===== config.mk =====
export PLATFORM = sky130hd
export DESIGN_NAME = fetch_stage
export DESIGN_NICKNAME = d
export VERILOG_FILES = /design/src/rtl/fetch_stage.sv
export SDC_FILE = /design/constraint.sdc
export NUM_CORES = 1
export LEC_CHECK = 0
export CAP_MARGIN = 20
export CORE_MARGIN = 2
export CORE_UTILIZATION = 40
export DETAILED_ROUTE_END_ITERATION = 8
export PLACE_DENSITY = 0.68
export RECOVER_POWER = 25
export SLEW_MARGIN = 20
export SYNTH_ARGS = -nofsm -noshare
export SYNTH_HDL_FRONTEND = slang
export SYNTH_SLANG_ARGS = --single-unit
export TNS_END_PERCENT = 20

===== constraint.sdc =====
create_clock -name clk_i -period 5.6 [get_ports clk_i]
set_input_delay 0.84 -clock clk_i [delete_from_list [all_inputs] [get_ports clk_i]]
set_output_delay 0.84 -clock clk_i [all_outputs]
set_load 0.01 [all_outputs]

===== src/rtl/fetch_stage.sv =====
// RV32 IF stage plus IF/ID register: single-outstanding instruction fetch with kill/hold handling.
// Optional FETCH_PERF_CNT_EN adds delivery and bubble counters.
module fetch_stage #(
  parameter logic [31:0] RESET_PC  = 32'h0000_0000,
  parameter logic [31:0] NOP_INSTR = 32'h0000_0013
) (
  input  logic        clk_i,
  input  logic        rstn_i,
  input  logic        stallf_i,
  input  logic        stalld_i,
  input  logic        flushd_i,
  input  logic        pcsrce_i,
  input  logic [31:0] pctargete_i,
  output logic        imem_req_o,
  output logic [31:0] imem_addr_o,
  input  logic        imem_rvalid_i,
  input  logic [31:0] imem_rdata_i,
  output logic [31:0] instrd_o,
  output logic [31:0] pcd_o,
  output logic [31:0] pcplus4d_o,
  output logic        validd_o,
  output logic        fetch_busy_o
`ifdef FETCH_PERF_CNT_EN
  ,
  output logic [31:0] perf_fetched_o,
  output logic [31:0] perf_bubble_o
`endif
);

  typedef enum logic [1:0] {ST_BOOT, ST_REQ, ST_WAIT, ST_HOLD} state_t;

  state_t      state_reg, state_next;
  logic [31:0] pcf_reg, pcf_next;
  logic        kill_reg, kill_next;
  logic [31:0] hold_reg, hold_next;
  logic        deliver;
  logic [31:0] deliver_data;
  logic        hold_stall;

  always_ff @(posedge clk_i or negedge rstn_i) begin
    if (!rstn_i) begin
      state_reg <= ST_BOOT;
      pcf_reg   <= RESET_PC;
      kill_reg  <= 1'b0;
      hold_reg  <= 32'h0;
    end else begin
      state_reg <= state_next;
      pcf_reg   <= pcf_next;
      kill_reg  <= kill_next;
      hold_reg  <= hold_next;
    end
  end

  always_comb begin
    state_next   = state_reg;
    pcf_next     = pcf_reg;
    kill_next    = kill_reg;
    hold_next    = hold_reg;
    deliver      = 1'b0;
    deliver_data = imem_rdata_i;
    // PCF must not advance under StallF, so either stall blocks delivery
    hold_stall   = stalld_i | stallf_i;

    case (state_reg)
      ST_BOOT: state_next = ST_REQ;
      ST_REQ:  state_next = ST_WAIT;
      ST_WAIT: begin
        if (imem_rvalid_i) begin
          if (kill_reg) begin
            kill_next  = 1'b0;
            state_next = ST_REQ;
          end else if (hold_stall) begin
            hold_next  = imem_rdata_i;
            state_next = ST_HOLD;
          end else begin
            deliver    = 1'b1;
            state_next = ST_REQ;
          end
        end
      end
      ST_HOLD: begin
        deliver_data = hold_reg;
        if (!hold_stall) begin
          deliver    = 1'b1;
          state_next = ST_REQ;
        end
      end
      default: state_next = ST_BOOT;
    endcase

    if (deliver) pcf_next = pcf_reg + 32'd4;

    // A redirect overrides everything; a fetch already in flight is marked stale via kill
    if (pcsrce_i) begin
      pcf_next = {pctargete_i[31:2], 2'b00};
      deliver  = 1'b0;
      case (state_reg)
        ST_REQ: begin
          kill_next  = 1'b1;
          state_next = ST_WAIT;
        end
        ST_WAIT: begin
          if (imem_rvalid_i) begin
            kill_next  = 1'b0;
            state_next = ST_REQ;
          end else begin
            kill_next  = 1'b1;
            state_next = ST_WAIT;
          end
        end
        default: state_next = ST_REQ;
      endcase
    end
  end

  assign imem_req_o   = (state_reg == ST_REQ);
  assign imem_addr_o  = pcf_reg;
  assign fetch_busy_o = (state_reg == ST_WAIT);

  always_ff @(posedge clk_i or negedge rstn_i) begin
    if (!rstn_i) begin
      instrd_o   <= NOP_INSTR;
      pcd_o      <= 32'h0;
      pcplus4d_o <= 32'h0;
      validd_o   <= 1'b0;
    end else if (flushd_i) begin
      instrd_o <= NOP_INSTR;
      validd_o <= 1'b0;
    end else if (stalld_i) begin
      instrd_o <= instrd_o;
    end else if (deliver) begin
      instrd_o   <= deliver_data;
      pcd_o      <= pcf_reg;
      pcplus4d_o <= pcf_reg + 32'd4;
      validd_o   <= 1'b1;
    end else begin
      instrd_o <= NOP_INSTR;
      validd_o <= 1'b0;
    end
  end

`ifdef FETCH_PERF_CNT_EN
  logic bubble_load;
  assign bubble_load = flushd_i | (!stalld_i & !deliver);

  always_ff @(posedge clk_i or negedge rstn_i) begin
    if (!rstn_i) begin
      perf_fetched_o <= 32'h0;
      perf_bubble_o  <= 32'h0;
    end else begin
      if (!flushd_i && !stalld_i && deliver) perf_fetched_o <= perf_fetched_o + 32'd1;
      if (bubble_load) perf_bubble_o <= perf_bubble_o + 32'd1;
    end
  end
`endif

`ifndef SYNTHESIS
  // Responses are only legal while a fetch is outstanding
  rvalid_in_wait: assert property (@(posedge clk_i) disable iff (!rstn_i)
    imem_rvalid_i |-> state_reg == ST_WAIT);
`endif

endmodule


; ---- Yosys cells after proc, flatten, opt, wreduce, memory -nomap -nowiden
; Cells that the tools add are included.
[totals]
ff_bits = 164
latchBits = 0
ramBits = 0
mem_bits_ro = 0
inputBits = 71
output_inout_bits = 131
word_cells = 51
n_memories = 0
[classes]
addsub = 1
multipliers = 0
div_mod_pow = 0
order_cmp = 0
eq_ne = 6
shift = 0
mux = 27
bitwise_logic = 4
n_reduce_logical = 5
[ops]
columns = op, count
row1 = $mux W32, 6
row2 = $add A32 B3 Y32 const B, 1
row3 = $mux W2, 6
row4 = $mux W1, 11
row5 = $pmux W2 S4, 1
row6 = $ne A3 B3 Y1 const B, 2
row7 = $eq A2 B2 Y1 const B, 2
row8 = $pmux W1 S2, 2
row9 = $pmux W2 S2, 1
row10 = $reduce_and A4 Y1, 1
row11 = $not A1 Y1, 3
row12 = $reduce_and A3 Y1, 1
row13 = $eq A2 B1 Y1 const B, 1
row14 = $logic_not A2 Y1, 1
row15 = $ne A2 B1 Y1 const B, 1
row16 = $reduce_and A2 Y1, 1
row17 = $reduce_bool A2 Y1, 1
row18 = $or A1 B1 Y1, 1

; ---- Longest topological paths before layout
; Gate-level depths: netlist of the first run.
[logic_depth]
depth_word = 9
ltp_mapped = 9
ltp_nobuf = 7

; ---- Worst setup path after synthesis of the first run
; Ideal clock, no wire load.
[synth_timing]
path_kind = input to register
startpoint = input stallf_i
endpoint = register pcplus4d_o[18]
setup_time_ps = 136
arrival_time_ps = 2001
required_ps = 5464
setup_slack_ps = 3463
cell_stages = 7
path_buffers = 2
path_cell_list = nor2_1 o21ai_1 or3_1 buf_2 clkbuf_1 nand2_1 o21ai_0
[synth_via]
elab_chain_len = 7
[synth_rtl]
columns = element, line_no
row1 = from (decl), 9  ; input logic stallf_i,
row2 = $or A1 B1 Y1 *, 62  ; hold_stall = stalld_i | stallf_i;
row3 = $mux W1 *, "72, 83"
row4 = $mux W1, 69  ; if (kill_reg) begin
row5 = $mux W1, 68  ; if (imem_rvalid_i) begin
row6 = $pmux W1 S2 *, 64  ; case (state_reg)
row7 = $mux W1 *, 94  ; if (pcsrce_i) begin
row8 = $reduce_and A3 Y1 (no source line) *, -
row9 = to (signal assigned), 134  ; pcplus4d_o <= pcf_reg + 32'd4;
row10 = to (decl), 20  ; output logic [31:0] pcplus4d_o,
; Mark *: on every way between the ends. The rest lies on a longest branch, timed or not.
; A chain may end at the register's enable or synchronous reset.

; ---- Final worst setup path of the first run
[layout_timing]
startpoint = input pcsrce_i
endpoint = register pcplus4d_o[20]
[layout_via]
elab_chain_len = 2
[layout_rtl]
columns = element, line_no
row1 = from (decl), 12  ; input logic pcsrce_i,
row2 = $mux W1, 94
row3 = $reduce_and A3 Y1 (no source line), -
; No other way between the ends.

==> metrics.cfg, run 1 <==
[power_and_ir_drop]
pwr-share-seq_pct = 40.8
powerDensity_nw_per_um2 = 418
intPower_mw = 2.95
total_leakage_power_nw = 4.26
sw_frac_of_total_pct = 29.5
irDropWorstVdd_mv = 0.220
combPwrFrac_pct = 29.6
clkPwrFrac_pct = 29.7
p_switching_mw = 1.24

[clock_tree]
post_cts_buffers = 0
cts_root_buf = clkbuf_16
ctsResizeCount = 0
clock_latency_ns = 0.42
cts_tree = yes
hold_buffers = 0
cts.path.max_buffers = 2
htreeDepth = 4
cts_sinks = 158
cts_buffers = 17
clkTransAtPathRegs_ns = 0.06

[die]
die_height_um = 139
fp.dieW_um = 139
io_pins = 202
rows = 49
core_area_um2 = 18000
die-area_um2 = 19400
initial_core_util_pct = 40.7

[timing]
fmax_ghz = 0.257
finalSetupViolations = 0
whs_ns = 0.472
slew_headroom_pct = -81.3
hold_viol_final = 0
min_period_over_period_pct = 69.5
drv_slew = 120
rsz0062_at_grt = false
tightest_slew_ns = 2.72
skew_ns = 0.00586
tns_ns = 0
finalCriticalPeriod_ns = 3.89

[worst_setup_path]
cp-end-kind = flip-flop
rrSetupSlack_ns = 2.77
critPathTopFamily = buffers and inverters
slowest_delay_ns = 1.91
path_buf_inv = 3
crit_cells = 5
worstPathRequired_ns = 5.88
cp.arrival_ns = 4.18
path_class = in2reg
crit_start = pcsrce_i
crit_fanout = 68
crit_path_end = pcplus4d_o[20]$_DFFE_PN0P_
path_cells = buf_2 -> clkbuf_1 -> or3_4 -> buf_4 -> o21ai_0
r2r_end = pcplus4d_o[20]$_DFFE_PN0P_
cp_slowest_cell = clkbuf_1
reg2reg_from = state_reg[0]$_DFFE_PN0P_
start_kind = primary input
r2r.worst_path.cells = 6

[outcome]
status = finished with violations
violations = max-capacitance violations, max-slew violations

[placed_design]
dp_hpwl_mm = 12.8
gp_congestion = 0.800
place.port_buffers = 193

[global_routing]
grt_pass1_wl_mm = 30.6
first_global_vias = 5778
antenna_found_initial = 0
gr-total-overflow = 0
grt_max_degree = 69
gr-usage-all-layers_pct = 19.8

[finish]
final_common_cell = nand2_1
final_nets = 983
nFillCells = 1617
drive_above_1_share_pct = 9.46
diodes = 0
final_cell_mix = nand2_1 (207), clkdlybuf4s50_1 (191), dfrtp_1 (155)
syn_to_final_growth_pct = 36.9

[synth]
synth-seq-cells = 158
synth-warning-count = 0
ys_seq_area_share_pct = 54.1
async_flop_share_pct = 100
syn_area_per_cell_um2 = 9.94
synthCells = 736
synth.distinct_cells = 37
synth_edf_count = 0
syn_area_um2 = 7310
synthFlopType = dfrtp_1

[worst_hold_path]
min_path_type = reg2reg

[routing]
dr_total_vias = 5709
route.detailed.drc = 0
dr.pass1.iters = 5
drt-total-wl_mm = 18.8
drtIter0Drc = 245
routed_via_density = 4.97
wl_per_cell_um = 16.4
ant_nets = 0

[flow_run]
maxCapViolations = 2

==> worst reg2reg max path, delay by kind of cell, from the launching register on <==
| family | cells | cell delay [ns] |
|---|---|---|
| buffers and inverters | 2 | 0.79 |
| AO/OA/AOI/OAI | 2 | 0.79 |
| AND/OR/NAND/NOR | 1 | 0.46 |
| flip-flops | 1 | 0.44 |
| adder cells (fa/ha/maj) | 1 | 0.21 |
==> power groups by stage <==
| stage | Combinational (mW) | Clock (mW) | Sequential, mW |
|---|---|---|---|
| floorplan | 0.496 | 0 | 1.78 |
| global placement | 1.24 | 0 | 1.71 |
| detailed placement | 1.25 | 0 | 1.73 |
| CTS | 1.26 | 1.27 | 1.71 |
| global route | 1.36 | 1.32 | 1.76 |
| finish | 1.24 | 1.24 | 1.71 |
==> worst min path at each step <==
| stage | to | slack [ns] | from | cells after the start |
|---|---|---|---|---|
| 2_1_floorplan | hold_reg[0]$_DFFE_PN0P_ | 0.48 | hold_reg[0]$_DFFE_PN0P_ | 1 |
| 3_3_place_gp | pcd_o[4]$_DFFE_PN0P_ | 0.46 | pcd_o[4]$_DFFE_PN0P_ | 2 |
| 4_1_cts | pcd_o[17]$_DFFE_PN0P_ | 0.35 | rstn_i | 1 |
| 3_5_place_dp | pcd_o[10]$_DFFE_PN0P_ | 0.46 | pcd_o[10]$_DFFE_PN0P_ | 2 |
| 6_report | pcd_o[10]$_DFFE_PN0P_ | 0.47 | pcd_o[10]$_DFFE_PN0P_ | 2 |
| 5_1_grt | pcd_o[26]$_DFFE_PN0P_ | 0.50 | pcd_o[26]$_DFFE_PN0P_ | 2 |
==> stage by stage <==
step | setup WS (ns) | utilization (%) | power, mW | area, um2 | std cells
after floorplan | 3.46 | - | 2.28 | 7330 | 741
after global placement | 2.03 | 52.2 | 2.95 | 9390 | 1117
after detailed placement | 2.29 | 52.3 | 2.98 | 9390 | 1117
after CTS | 2.73 | 55.8 | 4.24 | 10000 | 1149
after global routing | 1.28 | 55.7 | 4.43 | 10000 | 1149
final | 1.71 | 55.7 | 4.19 | 10000 | 1149
==> cells by family (layout without fill, tap and decap cells) <==
group           Yosys count  count (layout)  synth area share (%)
mux                      65              65                  9.44
fa+ha+maj                 5               5                 0.855
other cells               1               6                0.0513
flops                   158             158                  54.1
simple gates            285             285                  17.7
buf+inv                  61             240                  3.78
compound gates          104             104                  7.27
xor+xnor                 57              57                  6.83
==> routing by layer <==
metal / vias up / global-route usage, % / wire, um
met2: 178 / 29.7 / 8300
met5: - / 0 / 0
met1: 2717 / 26.5 / 8610
met3: 34 / 6.40 / 1400
li1: 2780 / - / -
met4: 0 / 7.97 / 493
==> cell type report <==
class	instances	area, um2	share of cell area, %
clock buffers	20	447	4.46
clock inverters	12	186	1.86
inverters	5	18.8	0.187
multi-input cells	522	3130	31.2
flip-flops and latches	158	3960	39.5
well taps	229	287	2.86
repair buffers	203	1990	19.9
==> Yosys cell counts, types with 2 or more instances <==
cell	instances	share of area [%]
nand2_1	207	11
dfrtp_1	155	53
o21ai_0	66	4.5
xor2_1	39	4.7
mux2i_1	33	4.5
mux2_2	32	4.9
clkbuf_1	29	1.5
o21ai_1	27	1.8
nand3_1	21	1.4
buf_2	20	1.4
xnor2_1	18	2.2
nor2_1	14	0.72
nand4_1	13	1.1
a21oi_1	6	0.41
buf_4	6	0.62
nor3_1	6	0.41
ha_1	5	0.86
inv_1	5	0.26
and3_1	4	0.34
nor4_4	4	1.2
and4_1	3	0.36
dfstp_2	3	1.1
nand2b_1	3	0.26
nor2b_1	2	0.17
nor4_1	2	0.17
o31ai_1	2	0.21
Note: power is estimated with default switching activity, not from simulation.
==> run 2, diff against run 1 <==
PLACE_DENSITY = 0.71   (was 0.68)
clock period = 3.4 ns   (was 5.6 ns; I/O delays follow)
==> run 2 against run 1 <==
Against the previous run: the flow still finishes with violations (max-capacitance violations, max-slew violations); clock power increased by 62%; via count rose by 1.3%; cell area increased by 0.21%; register-to-register slack worse by 1.8 ns; sequential share of layout area is 0.084 points lower; largest power group unchanged; highest routed layer unchanged.
==> metrics.cfg, run 2 (same netlist as run 1, synthesis figures left out) <==
[finish]
diodes = 0  ; unchanged
final_cells = 1153  ; +0.35%
final_common_cell = nand2_1
multi_input_area_um2 = 3120  ; -0.20%
final-seq-area_um2 = 3960  ; unchanged
final_util_pct = 55.8  ; +0.12 points
final_cell_mix = nand2_1 (207), clkdlybuf4s50_1 (191), dfrtp_1 (155)
syn_to_final_growth_pct = 37.2
drive_above_1_share_pct = 10.3  ; +0.82 points
final_nets = 987  ; +0.41%
nFillCells = 1627  ; +0.62%
fin_area_um2 = 10000  ; +0.21%

[power_and_ir_drop]
clkPwrFrac_pct = 29.2  ; -0.5 points
intPower_mw = 4.80  ; +63%
total_leakage_power_nw = 4.29  ; +0.62%
power_mw = 6.88  ; +64%
sw_frac_of_total_pct = 30.2  ; +0.70 points
p_switching_mw = 2.08  ; +68%
pwr-share-seq_pct = 40.8  ; about the same
powerDensity_nw_per_um2 = 686  ; +64%
combPwrFrac_pct = 30.0  ; +0.4 points
irDropWorstVdd_mv = 0.377  ; +71%

[global_routing]
gr-total-overflow = 0  ; unchanged
grt_pass1_wl_mm = 30.2  ; -1.1%
antenna_found_initial = 0  ; unchanged
gr-usage-all-layers_pct = 19.5  ; -0.22 points
met2_usage_pct = 29.7  ; about the same
grt_max_degree = 68  ; -1.4%
use_met1_pct = 26.9  ; +0.37 points
grtUsageMet3_pct = 6.33  ; -0.069 points
busiest_layer = met2
first_global_vias = 5629  ; -2.6%

[clock_tree]
ctsResizeCount = 0  ; unchanged
clock_latency_ns = 0.42  ; about the same
htreeDepth = 4  ; unchanged
cts_root_buf = clkbuf_16
post_cts_buffers = 0  ; unchanged
cts.path.max_buffers = 2  ; unchanged
clkTransAtPathRegs_ns = 0.07  ; about the same
cts_buffers = 17  ; unchanged
cts_tree = yes
cts_sinks = 158  ; unchanged
hold_buffers = 0  ; unchanged

[timing]
min_period_over_period_pct = 70.9
hold_viol_final = 0  ; unchanged
rsz0062_at_grt = false
finalSetupViolations = 0  ; unchanged
skew_ns = 0.00797  ; +0.00211 ns
layout_setup_ws_ns = 0.988  ; -0.718 ns
drv_slew = 66  ; -45%
whs_ns = 0.0510  ; -0.421 ns
tightest_slew_ns = 1.66  ; -1.06 ns
fmax_ghz = 0.415
finalCriticalPeriod_ns = 2.41
tns_ns = 0  ; unchanged
slew_headroom_pct = -10.4  ; +71 points

[routing]
route.detailed.drc = 0  ; unchanged
ant_nets = 0  ; unchanged
wl_per_cell_um = 16.4  ; about the same
dr.pass1.iters = 4  ; -1
drtIter0Drc = 334  ; +36%
routed_via_density = 5.02  ; +0.98%
drt-total-wl_mm = 18.9  ; +0.27%
dr_total_vias = 5785  ; +1.3%

[placed_design]
dp_hpwl_mm = 12.9  ; +0.78%
placedCellCount = 1121  ; +0.36%
placed_area_um2 = 9430  ; +0.39%
place.port_buffers = 193  ; unchanged
gp_congestion = 0.771  ; -3.6%
place_ws_ns = 0.661  ; -1.63 ns

[die]
initial_core_util_pct = 40.7  ; unchanged
die-area_um2 = 19400  ; unchanged
core_area_um2 = 18000  ; unchanged
io_pins = 202  ; unchanged
rows = 49  ; unchanged
fp.dieW_um = 139  ; unchanged
die_height_um = 139  ; unchanged

[worst_setup_path]
cp.arrival_ns = 2.73  ; -1.45 ns
start_kind = flip-flop
worstPathRequired_ns = 3.72  ; -2.16 ns
cp-end-kind = flip-flop
crit_fanout = 8  ; -88%
path_class = reg2reg

[worst_hold_path]
min_path_type = in2async

[outcome]
status = finished with violations
violations = max-capacitance violations, max-slew violations

[flow_run]
maxCapViolations = 1  ; -1

[run 2: layout make-up]
type                    instances  share of cell area (%)
flip-flops and latches        158                    39.4
multi-input cells             522                    31.1
repair buffers                207                    20.2
clock buffers                  18                    4.38
well taps                     229                    2.86
clock inverters                14                    1.80
inverters                       5                   0.187
[run 2: power by group through the flow]
stage | logic [mW] | clock network, mW | registers [mW]
5_1_grt | 2.23 | 2.14 | 2.88
3_3_place_gp | 2.04 | 0 | 2.82
6_report | 2.06 | 2.01 | 2.80
3_5_place_dp | 2.08 | 0 | 2.84
4_1_cts | 2.09 | 2.06 | 2.81
2_1_floorplan | 0.817 | 0 | 2.94
[run 2: layer usage]
layer | share of wire, % | vias up
li1 | - | 2797
met1 | 45 | 2799
met2 | 46 | 171
met3 | 7.4 | 18
met4 | 1.1 | 0
met5 | 0 | -
[run 2: worst max-delay path, stage by stage (launching register included)]
cell and delay [ns]:
dfrtp_1 0.52, ha_1 0.28, nand3_1 0.31, nor4_4 0.68
nand2_1 0.13, xor2_1 0.17, o21ai_0 0.21
[run 2: path summary, 6_finish.rpt]
check                                      startpoint  slack [ns]                    endpoint  depth (start not counted)
setup / recovery           imem_addr_o[2]$_DFFE_PN0P_        0.99  pcplus4d_o[24]$_DFFE_PN0P_                          6
hold / removal                                 rstn_i        0.05       pcd_o[17]$_DFFE_PN0P_                          1
setup reg to reg           imem_addr_o[2]$_DFFE_PN0P_        0.99  pcplus4d_o[24]$_DFFE_PN0P_                          6
hold reg to reg                  pcd_o[4]$_DFFE_PN0P_        0.48        pcd_o[4]$_DFFE_PN0P_                          2
max in group asynchronous                      rstn_i        1.33     hold_reg[0]$_DFFE_PN0P_                          2
min in group clk_i               pcd_o[4]$_DFFE_PN0P_        0.48        pcd_o[4]$_DFFE_PN0P_                          2
